**src/rtl/sys_mem_ctr_pkg.sv**
```systemverilog
// Shared definitions for the system-side memory controller and the caches it serves.
// Holds the FSM encoding, request direction codes and cache block geometry.
package sys_mem_ctr_pkg;

  typedef enum logic [1:0] {
    S_IDLE   = 2'd0,
    S_ACCESS = 2'd1,
    S_ACK    = 2'd2,
    S_DONE   = 2'd3
  } state_e;

  localparam logic RW_READ   = 1'b1;
  localparam logic RW_WRITE  = 1'b0;
  localparam int   WAITSTATE = 2;

  // Cache block size in bits and the byte-offset width it implies.
  localparam int BLK = 512;
  localparam int OFS = $clog2(BLK / 8);

endpackage

```
**src/rtl/sys_mem_ctr_burst_counter.sv**
```systemverilog
// Loadable saturating down-counter; tc flags a count of zero.
// Used both for per-word wait states and for the words left in a burst.
module burst_counter #(
  parameter int W = 4
) (
  input  logic         clock,
  input  logic         reset,
  input  logic         load,
  input  logic [W-1:0] load_val,
  input  logic         dec,
  output logic         tc
);

  logic [W-1:0] cnt_q, cnt_d;

  always_comb begin
    cnt_d = cnt_q;
    if (load)                    cnt_d = load_val;
    else if (dec && cnt_q != '0) cnt_d = cnt_q - W'(1);
  end

  always_ff @(posedge clock or negedge reset) begin
    if (!reset) cnt_q <= '0;
    else        cnt_q <= cnt_d;
  end

  assign tc = (cnt_q == '0);

endmodule

```
**src/rtl/sys_mem_ctr.sv**
```systemverilog
// Services cache Sys* requests: burst refill reads and single-word write-through
// against a synchronous SRAM with a fixed number of wait states per word.
module sys_mem_ctr
  import sys_mem_ctr_pkg::*;
#(
  parameter int WAIT_STATES = WAITSTATE,
  parameter int BURST_LEN   = 16,
  parameter int AW          = 32,
  parameter int DW          = 32
) (
  input  logic          clock,
  input  logic          reset,
  input  logic          SysStrobe,
  input  logic          SysRW,
  input  logic [AW-1:0] SysAddress,
  input  logic [DW-1:0] SysData_in,
  output logic [DW-1:0] SysData_out,
  output logic          SysAck,
  output logic          SysReady,
  output logic [AW-1:0] MemAddress,
  output logic          MemRd,
  output logic          MemWr,
  output logic [DW-1:0] MemData_in,
  input  logic [DW-1:0] MemData_out
);

  localparam int WW   = (BURST_LEN > 1) ? $clog2(BURST_LEN) : 1;
  localparam int WCW  = (WAIT_STATES > 0) ? $clog2(WAIT_STATES + 1) : 1;
  localparam int BOFS = WW + 2;
  localparam logic [AW-1:0] BLK_MASK  = AW'((1 << BOFS) - 1);
  localparam logic [AW-1:0] WORD_MASK = AW'(3);

  state_e          state_q, state_d;
  logic            rw_q, rw_d;
  logic            ack_q, ack_d, rdy_q, rdy_d, rd_q, rd_d, wr_q, wr_d;
  logic [AW-1:0]   addr_q, addr_d;
  logic [DW-1:0]   wdat_q, wdat_d, rdat_q, rdat_d;
  logic            wait_load, wait_dec, wait_tc;
  logic            word_load, word_dec, word_tc;

  burst_counter #(.W(WCW)) u_wait (
    .clock(clock), .reset(reset), .load(wait_load),
    .load_val(WCW'(WAIT_STATES)), .dec(wait_dec), .tc(wait_tc)
  );

  burst_counter #(.W(WW)) u_word (
    .clock(clock), .reset(reset), .load(word_load),
    .load_val(WW'(BURST_LEN - 1)), .dec(word_dec), .tc(word_tc)
  );

  always_comb begin
    state_d   = state_q;
    rw_d      = rw_q;
    ack_d     = 1'b0;
    rdy_d     = 1'b0;
    rd_d      = 1'b0;
    wr_d      = 1'b0;
    addr_d    = addr_q;
    wdat_d    = wdat_q;
    rdat_d    = rdat_q;
    wait_load = 1'b0;
    wait_dec  = 1'b0;
    word_load = 1'b0;
    word_dec  = 1'b0;
    case (state_q)
      S_IDLE: if (SysStrobe) begin
        rw_d      = SysRW;
        wdat_d    = SysData_in;
        addr_d    = (SysRW == RW_READ) ? (SysAddress & ~BLK_MASK) : (SysAddress & ~WORD_MASK);
        rd_d      = (SysRW == RW_READ);
        wr_d      = (SysRW == RW_WRITE);
        wait_load = 1'b1;
        word_load = 1'b1;
        state_d   = S_ACCESS;
      end
      S_ACCESS: begin
        if (wait_tc) begin
          ack_d   = 1'b1;
          if (rw_q == RW_READ) rdat_d = MemData_out;
          state_d = S_ACK;
        end else begin
          rd_d     = rd_q;
          wr_d     = wr_q;
          wait_dec = 1'b1;
        end
      end
      S_ACK: begin
        if (rw_q == RW_READ && !word_tc) begin
          // Step only the in-block word offset so a burst never leaves its block.
          addr_d    = (addr_q & ~BLK_MASK) | ((addr_q + AW'(4)) & BLK_MASK);
          word_dec  = 1'b1;
          wait_load = 1'b1;
          rd_d      = 1'b1;
          state_d   = S_ACCESS;
        end else begin
          rdy_d   = 1'b1;
          state_d = S_DONE;
        end
      end
      default: state_d = S_IDLE;
    endcase
  end

  always_ff @(posedge clock or negedge reset) begin
    if (!reset) begin
      state_q <= S_IDLE;
      rw_q    <= 1'b0;
      ack_q   <= 1'b0;
      rdy_q   <= 1'b0;
      rd_q    <= 1'b0;
      wr_q    <= 1'b0;
      addr_q  <= '0;
      wdat_q  <= '0;
      rdat_q  <= '0;
    end else begin
      state_q <= state_d;
      rw_q    <= rw_d;
      ack_q   <= ack_d;
      rdy_q   <= rdy_d;
      rd_q    <= rd_d;
      wr_q    <= wr_d;
      addr_q  <= addr_d;
      wdat_q  <= wdat_d;
      rdat_q  <= rdat_d;
    end
  end

  assign SysData_out = rdat_q;
  assign SysAck      = ack_q;
  assign SysReady    = rdy_q;
  assign MemAddress  = addr_q;
  assign MemRd       = rd_q;
  assign MemWr       = wr_q;
  assign MemData_in  = wdat_q;

endmodule
```
**config.mk**
```make
export PLATFORM = sky130hd
export DESIGN_NAME = sys_mem_ctr
export DESIGN_NICKNAME = d
export VERILOG_FILES = /design/src/rtl/sys_mem_ctr_pkg.sv /design/src/rtl/sys_mem_ctr_burst_counter.sv /design/src/rtl/sys_mem_ctr.sv
export SDC_FILE = /design/constraint.sdc
export NUM_CORES = 1
export LEC_CHECK = 0
export BUFFER_PORTS_ARGS = -buffer_cell sky130_fd_sc_hd__buf_2
export CAP_MARGIN = 20
export CORE_ASPECT_RATIO = 1.1
export CORE_UTILIZATION = 35
export CTS_BUF_LIST = sky130_fd_sc_hd__clkbuf_4
export DETAILED_ROUTE_END_ITERATION = 8
export PLACE_DENSITY = 0.71
export SKIP_LAST_GASP = 1
export SYNTH_ARGS = -nofsm -noshare
export SYNTH_HDL_FRONTEND = slang
export SYNTH_SLANG_ARGS = --single-unit
```
**constraint.sdc**
```tcl
create_clock -name clock -period 1.92 [get_ports clock]
set_input_delay 0.576 -clock clock [delete_from_list [all_inputs] [get_ports clock]]
set_output_delay 0.576 -clock clock [all_outputs]
set_load 0.02 [all_outputs]
```
Word-level counts from Yosys, hierarchy flattened

Index checks and enable logic that the tools add are counted.

Add/subtract/negate cells: 3
Equality and inequality tests: 5
Multiplexer cells: 28
Bitwise logic cells: 2
Reductions and logical operators: 16

Operators with widths:

| kind                                                 | count |
|---|---|
| 2-to-1 mux 32 bit                                    | 2 |
| case mux 32 bit (2 select lines)                     | 1 |
| bitwise OR 32 x 6 -> 32 bit                          | 1 |
| 2-to-1 mux 1 bit                                     | 13 |
| 2-to-1 mux 2 bit                                     | 5 |
| 2-to-1 mux 4 bit                                     | 2 |
| nonzero test 2 bit                                   | 4 |
| adder 6 x 3 -> 6 bit (second input constant)         | 1 |
| 2-to-1 mux 6 bit                                     | 1 |
| case mux 2 bit (3 select lines)                      | 1 |
| AND reduction 3 bit                                  | 2 |
| zero test 2 bit                                      | 2 |
| zero test 4 bit                                      | 1 |
| != test 2 bit (second input constant)                | 2 |
| case mux 1 bit (2 select lines)                      | 2 |
| AND reduction 2 bit                                  | 2 |
| nonzero test 4 bit                                   | 1 |
| subtractor 4 x 1 -> 4 bit (second input constant)    | 1 |
| logical AND 1 bit                                    | 3 |
| case mux 1 bit (3 select lines)                      | 1 |
| equality test 2 x 1 -> 1 bit (second input constant) | 1 |
| equality test 2 bit (second input constant)          | 1 |
| != test 2 x 1 -> 1 bit (second input constant)       | 1 |
| subtractor 2 x 1 -> 2 bit (second input constant)    | 1 |
| other kinds (2)                                      | 2 |

Register bits: 109
Input bits: 100
Output and inout port bits: 100
Word-level logic and storage cells: 65

Longest topological paths before layout

Gate-level depths: netlist of the first run.

Depth after elaboration: 8
Mapped depth: 7
Mapped depth without buffers: 6

Modules after synthesis

Synthesis of the first run repeated with hierarchy kept, for this count alone.

Cell total of the unflattened synthesis: 408
Area, all modules: 4316.6 µm²

By module, submodules not included:

| module                 | times used | cells an instance | area an instance (µm²) | sequential area each (µm²) |
|---|---|---|---|---|
| sys_mem_ctr            | 1          | 368               | 3913.8                 | 2527.4 |
| burst_counter (u_word) | 1          | 27                | 270.3                  | 100.1 |
| burst_counter (u_wait) | 1          | 13                | 132.6                  | 50.0 |

Worst setup path after synthesis of the first run

No wires, ideal clock.

Path type: reg-to-reg
Start: register u_word.cnt_q[0]
End: register u_word.cnt_q[3]
Arrival time: 1436 ps
Data required time: 1789 ps
Setup slack: 353 ps
Stages on the path, launching flop included: 7
Clock period less this slack: 1567 ps
Cells stage by stage: dfrtp_1 -> inv_1 -> ha_1 -> or3b_1 -> and3_4 -> a211oi_1 -> a31oi_1

Cells in the longest elaborated chain, start to end: 7
Elaborated cells on any way between the ends: 11

Ends and longest elaborated chain:

| element                             | line                            | RTL |
|---|---|---|
| start, declared                     | sys_mem_ctr_burst_counter.sv:14 | `logic [W-1:0] cnt_q, cnt_d;` |
| start signal, assigned              | sys_mem_ctr_burst_counter.sv:24 | `else cnt_q <= cnt_d;` |
| zero test 4 bit                     | sys_mem_ctr_burst_counter.sv:27 | `assign tc = (cnt_q == '0);` |
| zero test 1 bit                     | sys_mem_ctr.sv:88               | `if (rw_q == RW_READ && !word_tc) begin` |
| logical AND 1 bit                   | sys_mem_ctr.sv:88               |  |
| 2-to-1 mux 1 bit                    | sys_mem_ctr.sv:88               |  |
| 2-to-1 mux 1 bit                    | sys_mem_ctr.sv:65               | `case (state_q)` |
| logical AND 1 bit                   | sys_mem_ctr_burst_counter.sv:19 | `else if (dec && cnt_q != '0) cnt_d = cnt_q - W'(1);` |
| nonzero test 2 bit (no source line) | n/a                             |  |

Several ways; a longest one is shown, not always the timed one. The select of a mux whose other input is x is not followed.
A chain may end at the register's enable or synchronous reset.

Worst setup path in the final report of the first run

Start: register u_wait.cnt_q[0]
End: register rdat_q[25], in the netlist SysData_out[25]

Cells in the longest elaborated chain, start to end: 2

Ends and longest elaborated chain:

| element                              | line                            | RTL |
|---|---|---|
| start, declared                      | sys_mem_ctr_burst_counter.sv:14 |  |
| start signal, assigned               | sys_mem_ctr_burst_counter.sv:24 |  |
| zero test 2 bit                      | sys_mem_ctr_burst_counter.sv:27 |  |
| AND reduction 3 bit (no source line) | n/a                             |  |
| end signal, assigned                 | sys_mem_ctr.sv:124              | `rdat_q <= rdat_d;` |
| end, declared                        | sys_mem_ctr.sv:37               | `logic [DW-1:0] wdat_q, wdat_d, rdat_q, rdat_d;` |

Every way passes these cells.

==> run metrics, run 1 <==
placed cell area 5540 µm²; endpoint class of the critical path flop; total setup buffers inserted after CTS 0; ant diodes 0; mean instance size in the synthesized netlist 10.9 µm²; peak clock frequency supported by timing 571 MHz; core area 12200 µm²; post-detailed-route DRC marker count 0; final design instance area without fill 5640 µm²; final cycle utilization of the critical path 91.2%; non-filler instance count after layout 758; worst hold slack after final layout 0.0790 ns; detailed-route wire length 10.2 mm; Routed wire per std cell 13.5 µm; Post-synth ARST share 100%; number of top-level pins 200; number of global-route vias before repair 3319; unrepaired setup endpoints after global routing no; Synth Warn # 0; worst setup timing slack at the placement stage 0.178 ns; CTS H-Tree Depth 3; largest clock skew in the final design 0.0143 ns; clk sink count 107; layout overhead on the synthesized area 27.2%; Die Wd 109 µm; main flop type after synthesis sky130_fd_sc_hd__dfrtp_1; TritonCTS Buffers 9; starting density of the core 36.4%; Hold Buf Count CTS 0; CP Data Required Time 2.27 ns; Setup Crit Path Kind reg -> reg; Die Footprint 13100 µm²; result of the run finished, final reports clean; number of port buffers 195; average vias per placed instance 4.59; endpoint arrival time on the critical path 2.11 ns; proportion of synthesized chip area in sequential cells 60.4%; number of instances in the synthesized netlist 406; global-route usage over all layers 15.6%; count of nets after finishing 703; fraction of layout instances using a drive strength above 1 43.0%; CP Max Fanout 18; Final Worst Setup Slack 0.169 ns; number of enable-type register cells in the synthesized netlist 0; first-pass GRT wire length 15.6 mm; number of register bits inferred by synthesis 107; library cell used as clock root buffer sky130_fd_sc_hd__clkbuf_4; shortest clock period the worst path allows after layout 1.75 ns; Die Span Y 120 µm; number of rows created at floorplan 42; total power draw 9.40 mW; synth unique cells 42; Cell Count Post-Placement 743; leakage power summed over all cells 3.22 nW; HP Class in -> async; DRT antenna net count 0; peak supply drop 0.000780 V; GP Congestion 0.810; Fin. Hold Viols 0; CTS tree done; Gates resized, CTS repair 0; DPL Wire Length 7.56 mm; max-slew violation count 0; Total Negative Setup Slacks 0 ns; Worst-path clk slew 0.16 ns; initial antenna violation count 0; post-route core utilization 46.3%; total via count after detailed routing 3477; clock latency on the worst-skew pair 0.46 ns; residual overflow from global routing 0; number of max-cap violations 0; nature of the critical path startpoint flop; maximum buffer depth of the clock tree 2; post-synthesis instance area 4440 µm²; length of the first detailed-routing pass in iterations 4; final setup vio count 0; Iter 0 DRT Violations 121; pin count of the biggest net entering global routing 59; Pwr per Cell Area 1670 nW/µm²
-- worst max-delay path, cell delays in order (launching register included) --
cell and delay (ns):
sky130_fd_sc_hd__dfrtp_1 0.39, sky130_fd_sc_hd__inv_1 0.05, sky130_fd_sc_hd__ha_1 0.21, sky130_fd_sc_hd__and3b_2 0.25, sky130_fd_sc_hd__nand2_4 0.19, sky130_fd_sc_hd__buf_12 0.22, sky130_fd_sc_hd__mux2_4 0.32
-- cells in the mapped netlist (all sizes together), types with 3 or more instances --
library cell	instances	area [µm²]
nand2	187	709
dfrtp	107	2680
mux2	32	473
buf	22	179
a21oi	7	46.3
inv	6	22.5
nor2	5	18.8
ha	3	37.5
nand3	3	15.0
o211ai	3	22.5
-- final timing paths --
check | start | end | slack [ns] | depth (start not counted)
max in group asynchronous | reset | SysData_out[12]$_DFFE_PN0P_ | 1.55 | 2
min in group clock | SysAddress[18] | MemAddress[18]$_DFFE_PN0P_ | 0.28 | 3
hold reg to reg | MemData_in[15]$_DFFE_PN0P_ | MemData_in[15]$_DFFE_PN0P_ | 0.49 | 2
setup / recovery | u_wait.cnt_q[0]$_DFFE_PN0P_ | SysData_out[25]$_DFFE_PN0P_ | 0.17 | 6
setup reg to reg | u_wait.cnt_q[0]$_DFFE_PN0P_ | SysData_out[25]$_DFFE_PN0P_ | 0.17 | 6
hold / removal | reset | MemData_in[11]$_DFFE_PN0P_ | 0.08 | 2
-- layer usage --
layer,up-vias,part of all wire [%],GRT usage (%)
met5,-,0,0
met4,0,1.9,7.33
met3,12,8.2,4.89
met2,136,47,25.6
met1,1651,43,18.5
li1,1678,-,-
-- state kept, by name, summed over array words and instances (netlist names) --
name	flops
MemAddress	30
MemData_in	32
MemRd	1
MemWr	1
SysAck	1
SysData_out	32
SysReady	1
rw_q	1
state_q	2
u_wait.cnt_q	2
u_word.cnt_q	4
-- kinds of logic after synthesis --
kind of cell | count (synthesis) | share of synthesized area [%]
other cells | 1 | 0.0845
compound gates | 22 | 3.61
buf+inv | 28 | 4.54
mux | 33 | 10.9
fa+ha+maj | 3 | 0.846
xor+xnor | 2 | 0.395
simple gates | 210 | 19.3
flops | 107 | 60.4
-- power breakdown --
| group | total (mW) | switching, mW | internal, mW |
|---|---|---|---|
| logic | 4.49 | 2.70 | 1.79 |
| registers | 3.94 | 0.628 | 3.31 |
| clock network | 0.978 | 0.698 | 0.280 |
| total | 9.40 | 4.02 | 5.38 |
-- placed cells by master (no fill, tap or decap), types with 2 or more instances in the layout --
| cell type | count |
|---|---|
| sky130_fd_sc_hd__a21oi_1 | 6 |
| sky130_fd_sc_hd__a31oi_1 | 2 |
| sky130_fd_sc_hd__buf_12 | 3 |
| sky130_fd_sc_hd__buf_2 | 194 |
| sky130_fd_sc_hd__buf_4 | 7 |
| sky130_fd_sc_hd__clkbuf_4 | 11 |
| sky130_fd_sc_hd__clkinv_2 | 3 |
| sky130_fd_sc_hd__conb_1 | 2 |
| sky130_fd_sc_hd__dfrtp_1 | 107 |
| sky130_fd_sc_hd__ha_1 | 3 |
| sky130_fd_sc_hd__inv_1 | 6 |
| sky130_fd_sc_hd__mux2_2 | 2 |
| sky130_fd_sc_hd__mux2_4 | 30 |
| sky130_fd_sc_hd__nand2_1 | 185 |
| sky130_fd_sc_hd__nand3_1 | 3 |
| sky130_fd_sc_hd__nor2_1 | 5 |
| sky130_fd_sc_hd__nor3_1 | 2 |
| sky130_fd_sc_hd__nor3b_1 | 2 |
| sky130_fd_sc_hd__o211ai_1 | 3 |
| sky130_fd_sc_hd__o21ai_0 | 2 |
| sky130_fd_sc_hd__xnor2_1 | 2 |
-- area by class of cell --
class                   instances  area (µm²)
fillers                      1154        6550
flip-flops and latches        107        2680
multi-input cells             272        1560
repair buffers                204        1080
well taps                     154         193
clock buffers                  11        82.6
inverters                       6        22.5
clock inverters                 4        18.8
Note: power is estimated with default switching activity, not from simulation.
==> inputs of run 2 (changes only) <==
--- a/config.mk
+++ b/config.mk
@@ -11,6 +11,7 @@
 export CORE_UTILIZATION = 35
 export CTS_BUF_LIST = sky130_fd_sc_hd__clkbuf_4
 export DETAILED_ROUTE_END_ITERATION = 8
+export GPL_TIMING_DRIVEN = 0
 export PLACE_DENSITY = 0.71
 export SKIP_LAST_GASP = 1
 export SYNTH_ARGS = -nofsm -noshare
==> run 2 against run 1 <==
Against the previous run: cell count grew 2.0%; sequential cell count is the same; global-route usage up 0.75 points; sequential power is 1% lower.
==> run metrics, run 2 (synthesis gave the netlist of run 1 again) <==
CP Data Required Time 2.27 ns; number of global-route vias before repair 3375; endpoint class of the critical path flop; kind of cell adding the most delay to the critical path simple AND/OR/NAND/NOR gates; average vias per placed instance 4.53; layout overhead on the synthesized area 30.1%; Iter 0 DRT Violations 144; post-detailed-route DRC marker count 0; global-route usage over all layers 16.4%; placed cell area 5640 µm²; max-slew violation count 0; starting density of the core 36.4%; Setup Crit Path Kind reg -> reg; CTS tree done; Cell Count Post-Placement 757; peak supply drop 0.000772 V; clk sink count 107; shortest clock period the worst path allows after layout 1.71 ns; length of the first detailed-routing pass in iterations 4; Hold Buf Count CTS 0; transition time at the pin with the least slew margin 0.707 ns; maximum buffer depth of the clock tree 2; DPL Wire Length 7.96 mm; core area 12200 µm²; endpoint arrival time on the critical path 2.05 ns; CP Max Fanout 4; total power draw 9.68 mW; result of the run finished, final reports clean; number of max-cap violations 0; Pwr per Cell Area 1680 nW/µm²; residual overflow from global routing 0; initial antenna violation count 0; final cycle utilization of the critical path 89.0%; largest clock skew in the final design 0.0171 ns; detailed-route wire length 10.5 mm; Gates resized, CTS repair 0; CTS H-Tree Depth 3; non-filler instance count after layout 773; Worst path max stage delay 0.44 ns; final setup vio count 0; number of top-level pins 200; peak clock frequency supported by timing 585 MHz; total setup buffers inserted after CTS 0; ant diodes 0; DRT antenna net count 0; post-route core utilization 47.3%; list of cells traversed by the critical path inv_1 > ha_1 > or3b_1 > and3_4 > a211oi_1 > a31oi_1; first-pass GRT wire length 16.4 mm; clock latency on the worst-skew pair 0.47 ns; count of buffering cells on the critical path with inverters included 1; Die Footprint 13100 µm²; HP Class in -> async; leading cell types in the layout, fill and taps excluded sky130_fd_sc_hd__buf_2, sky130_fd_sc_hd__nand2_1, sky130_fd_sc_hd__dfrtp_1, sky130_fd_sc_hd__mux2_4, sky130_fd_sc_hd__clkbuf_4; final design instance area without fill 5770 µm²; Worst-path clk slew 0.16 ns; fraction of layout instances using a drive strength above 1 43.9%; Routed wire per std cell 13.6 µm; worst hold slack after final layout 0.134 ns; library cell contributing the largest single delay on the critical path sky130_fd_sc_hd__dfrtp_1; Die Span Y 120 µm; library cell used as clock root buffer sky130_fd_sc_hd__clkbuf_4; leakage power summed over all cells 3.30 nW; Die Wd 109 µm; count of nets after finishing 717; total via count after detailed routing 3498; number of rows created at floorplan 42; most common cell after layout, fill and taps aside sky130_fd_sc_hd__buf_2; unrepaired setup endpoints after global routing no; number of port buffers 195; pin count of the biggest net entering global routing 55; Fin. Hold Viols 0; GP Congestion 0.810; relative max-transition margin 52.8%; TritonCTS Buffers 9; nature of the critical path startpoint flop
-- run 2: cell types whose count changed in the layout (fill, tap and decap cells not counted), moves of 2 or more --
cell / delta
sky130_fd_sc_hd__buf_4: -4
sky130_fd_sc_hd__buf_2: +14
sky130_fd_sc_hd__buf_6: +3
sky130_fd_sc_hd__clkbuf_4: -2
sky130_fd_sc_hd__inv_6: +2
-- run 2: layer usage --
metal,up-vias,global-route usage (%),share of wire (%)
li1,1713,-,-
met1,1635,20.2,42
met5,-,0,0
met2,139,27.2,49
met4,0,6.50,1.3
met3,11,4.13,7.7
-- run 2: stage by stage --
stage          TNS [ns]  setup WS [ns]
3_5_place_dp          0          0.225
3_3_place_gp     -90.73         -0.855
2_1_floorplan         0          0.353
4_1_cts               0          0.200
5_1_grt               0         0.0381
6_report              0          0.212
-- run 2: worst paths after layout --
path	slack, ns	endpoint	from	depth (start not counted)
min in group clock	0.28	MemData_in[29]$_DFFE_PN0P_	SysData_in[29]	3
max in group asynchronous	1.07	state_q[1]$_DFFE_PN0P_	reset	2
hold / removal	0.13	MemData_in[11]$_DFFE_PN0P_	reset	1
setup reg to reg	0.21	u_word.cnt_q[3]$_DFFE_PN0P_	u_word.cnt_q[0]$_DFFE_PN0P_	6
setup / recovery	0.21	u_word.cnt_q[3]$_DFFE_PN0P_	u_word.cnt_q[0]$_DFFE_PN0P_	6
hold reg to reg	0.49	MemAddress[10]$_DFFE_PN0P_	MemAddress[10]$_DFFE_PN0P_	2
-- run 2: report_power, final --
| group | total (mW) | internal [mW] | switching (mW) |
|---|---|---|---|
| Clock | 1.13 | 0.395 | 0.735 |
| Combinational | 4.65 | 1.88 | 2.77 |
| Sequential | 3.90 | 3.31 | 0.595 |
| Total | 9.68 | 5.58 | 4.10 |
-- run 2: worst reg2reg max path, stage by stage, from the launching register on --
cell and delay (ns):
sky130_fd_sc_hd__dfrtp_1 0.44, sky130_fd_sc_hd__inv_1 0.07, sky130_fd_sc_hd__ha_1 0.19, sky130_fd_sc_hd__or3b_1 0.43, sky130_fd_sc_hd__and3_4 0.22, sky130_fd_sc_hd__a211oi_1 0.19, sky130_fd_sc_hd__a31oi_1 0.06
-- run 2: cell type report --
cell class	instances	area (µm²)
Clock buffer	9	67.6
Inverter	6	22.5
Clock inverter	7	65.1
Fill cell	1145	6420
Multi-Input combinational cell	272	1560
Tap cell	154	193
Timing Repair Buffer	196	1010
Sequential cell	107	2680
Buffer	22	179
==> inputs of run 3 (changes only) <==
--- a/config.mk
+++ b/config.mk
@@ -8,11 +8,11 @@
 export BUFFER_PORTS_ARGS = -buffer_cell sky130_fd_sc_hd__buf_2
 export CAP_MARGIN = 20
 export CORE_ASPECT_RATIO = 1.1
-export CORE_UTILIZATION = 35
+export CORE_UTILIZATION = 30
 export CTS_BUF_LIST = sky130_fd_sc_hd__clkbuf_4
 export DETAILED_ROUTE_END_ITERATION = 8
 export GPL_TIMING_DRIVEN = 0
-export PLACE_DENSITY = 0.71
+export PLACE_DENSITY = 0.64
 export SKIP_LAST_GASP = 1
 export SYNTH_ARGS = -nofsm -noshare
 export SYNTH_HDL_FRONTEND = slang
==> run 3 against run 2 <==
Against the previous run: cell count up 4.9%; sequential cell count did not move; hold slack better by 0.011 ns; clock power up 9.7%.
==> run metrics, run 3 (synthesis gave the netlist of run 1 again) <==
result of the run finished, final reports clean; Worst-path clk slew 0.17 ns; final cycle utilization of the critical path 89.6%; count of nets after finishing 717; HP Class in -> async; layout overhead on the synthesized area 31.7%; endpoint arrival time on the critical path 2.13 ns; transition time at the pin with the least slew margin 0.734 ns; leading cell types in the layout, fill and taps excluded sky130_fd_sc_hd__buf_2, sky130_fd_sc_hd__nand2_1, sky130_fd_sc_hd__dfrtp_1, sky130_fd_sc_hd__mux2_4, sky130_fd_sc_hd__clkbuf_4; average vias per placed instance 4.28; DPL Wire Length 8.23 mm; CP Max Fanout 4; library cell used as clock root buffer sky130_fd_sc_hd__clkbuf_4; CTS tree done; number of rows created at floorplan 46; clock latency on the worst-skew pair 0.47 ns; peak clock frequency supported by timing 581 MHz; fraction of layout instances using a drive strength above 1 43.9%; max-slew violation count 0; non-filler instance count after layout 811; library cell contributing the largest single delay on the critical path sky130_fd_sc_hd__nor3b_1; pin count of the biggest net entering global routing 57; placed cell area 5690 µm²; number of max-cap violations 0; list of cells traversed by the critical path inv_1 > ha_1 > nor3b_1 > nor2_1 > a21oi_1 > o22a_1; Fin. Hold Viols 0; GP Congestion 0.794; nature of the critical path startpoint flop; TritonCTS Buffers 9; Setup Crit Path Kind reg -> reg; core area 14400 µm²; number of port buffers 195; total setup buffers inserted after CTS 0; initial antenna violation count 0; clk sink count 107; most common cell after layout, fill and taps aside sky130_fd_sc_hd__buf_2; post-detailed-route DRC marker count 0; Die Span Y 130 µm; endpoint class of the critical path flop; ant diodes 0; Cell Count Post-Placement 795; Hold Buf Count CTS 0; final design instance area without fill 5840 µm²; DRT antenna net count 0; number of global-route vias before repair 3412; detailed-route wire length 10.8 mm; Pwr per Cell Area 1680 nW/µm²; first-pass GRT wire length 16.8 mm; Iter 0 DRT Violations 101; Worst Reg2Reg Path Length in Cells 6; peak supply drop 0.000645 V; Worst path max stage delay 0.52 ns; final setup vio count 0; starting density of the core 30.7%; global-route usage over all layers 14.3%; worst hold slack after final layout 0.146 ns; Routed wire per std cell 13.3 µm; total via count after detailed routing 3472; unrepaired setup endpoints after global routing no; worst setup timing slack at the placement stage 0.225 ns; Final Worst Setup Slack 0.199 ns; length of the first detailed-routing pass in iterations 4; Gates resized, CTS repair 0; number of top-level pins 200; relative max-transition margin 51.1%; largest clock skew in the final design 0.0139 ns; leakage power summed over all cells 3.31 nW; Die Wd 118 µm; shortest clock period the worst path allows after layout 1.72 ns; total power draw 9.82 mW; CP Data Required Time 2.33 ns; maximum buffer depth of the clock tree 2; Die Footprint 15300 µm²; CTS H-Tree Depth 3; residual overflow from global routing 0
## run 3: changes by cell type in the layout (fill, tap and decap cells not counted)
cell and change:
sky130_fd_sc_hd__inv_6 -2, sky130_fd_sc_hd__bufinv_16 +1, sky130_fd_sc_hd__clkinv_2 -1, sky130_fd_sc_hd__clkinvlp_4 +1, sky130_fd_sc_hd__clkbuf_4 +1
## run 3: final cells by class
class                      count  area, µm²
fill                        1458       8610
sequential                   107       2680
multi-input combinational    272       1560
timing repair buffer         196       1010
tap                          192        240
buffer                        22        179
clock inverter                 6       80.1
clock buffer                  10       75.1
inverter                       6       22.5
## run 3: routing by layer
layer / share of wire, % / global-route usage, % / vias up
met5: 0 / 0 / -
met4: 1.7 / 7.01 / 0
met3: 6.4 / 3.52 / 11
met2: 48 / 23.0 / 133
met1: 44 / 18.0 / 1620
li1: - / - / 1708
## run 3: worst paths after layout
kind | slack [ns] | endpoint | from
worst min register to register | 0.49 | MemData_in[12]$_DFFE_PN0P_ | MemData_in[12]$_DFFE_PN0P_
worst max register to register | 0.20 | MemAddress[2]$_DFFE_PN0P_ | u_word.cnt_q[0]$_DFFE_PN0P_
max in group asynchronous | 1.08 | MemData_in[6]$_DFFE_PN0P_ | reset
min in group clock | 0.28 | MemAddress[9]$_DFFE_PN0P_ | SysAddress[9]
worst max-delay path | 0.20 | MemAddress[2]$_DFFE_PN0P_ | u_word.cnt_q[0]$_DFFE_PN0P_
worst min-delay path | 0.15 | MemAddress[6]$_DFFE_PN0P_ | reset
## run 3: critical path, delay by kind of cell (launching register included)
family,cells,cell delay [ns]
AND/OR/NAND/NOR,2,0.66
buffers and inverters,1,0.07
adder cells (fa/ha/maj),1,0.19
flip-flops,1,0.43
AO/OA/AOI/OAI,2,0.33
## run 3: stage by stage
| stage | TNS [ns] | util, % |
|---|---|---|
| final | 0 | 40.4 |
| after global routing | 0 | 40.4 |
| after CTS | 0 | 40.4 |
| after detailed placement | 0 | 39.4 |
| after global placement | -93.15 | 39.1 |
| after floorplan | 0 | - |
## run 3: report_power, final
group	internal [mW]	switching [mW]
Clock	0.533	0.710
Sequential	3.31	0.605
Combinational	1.88	2.78
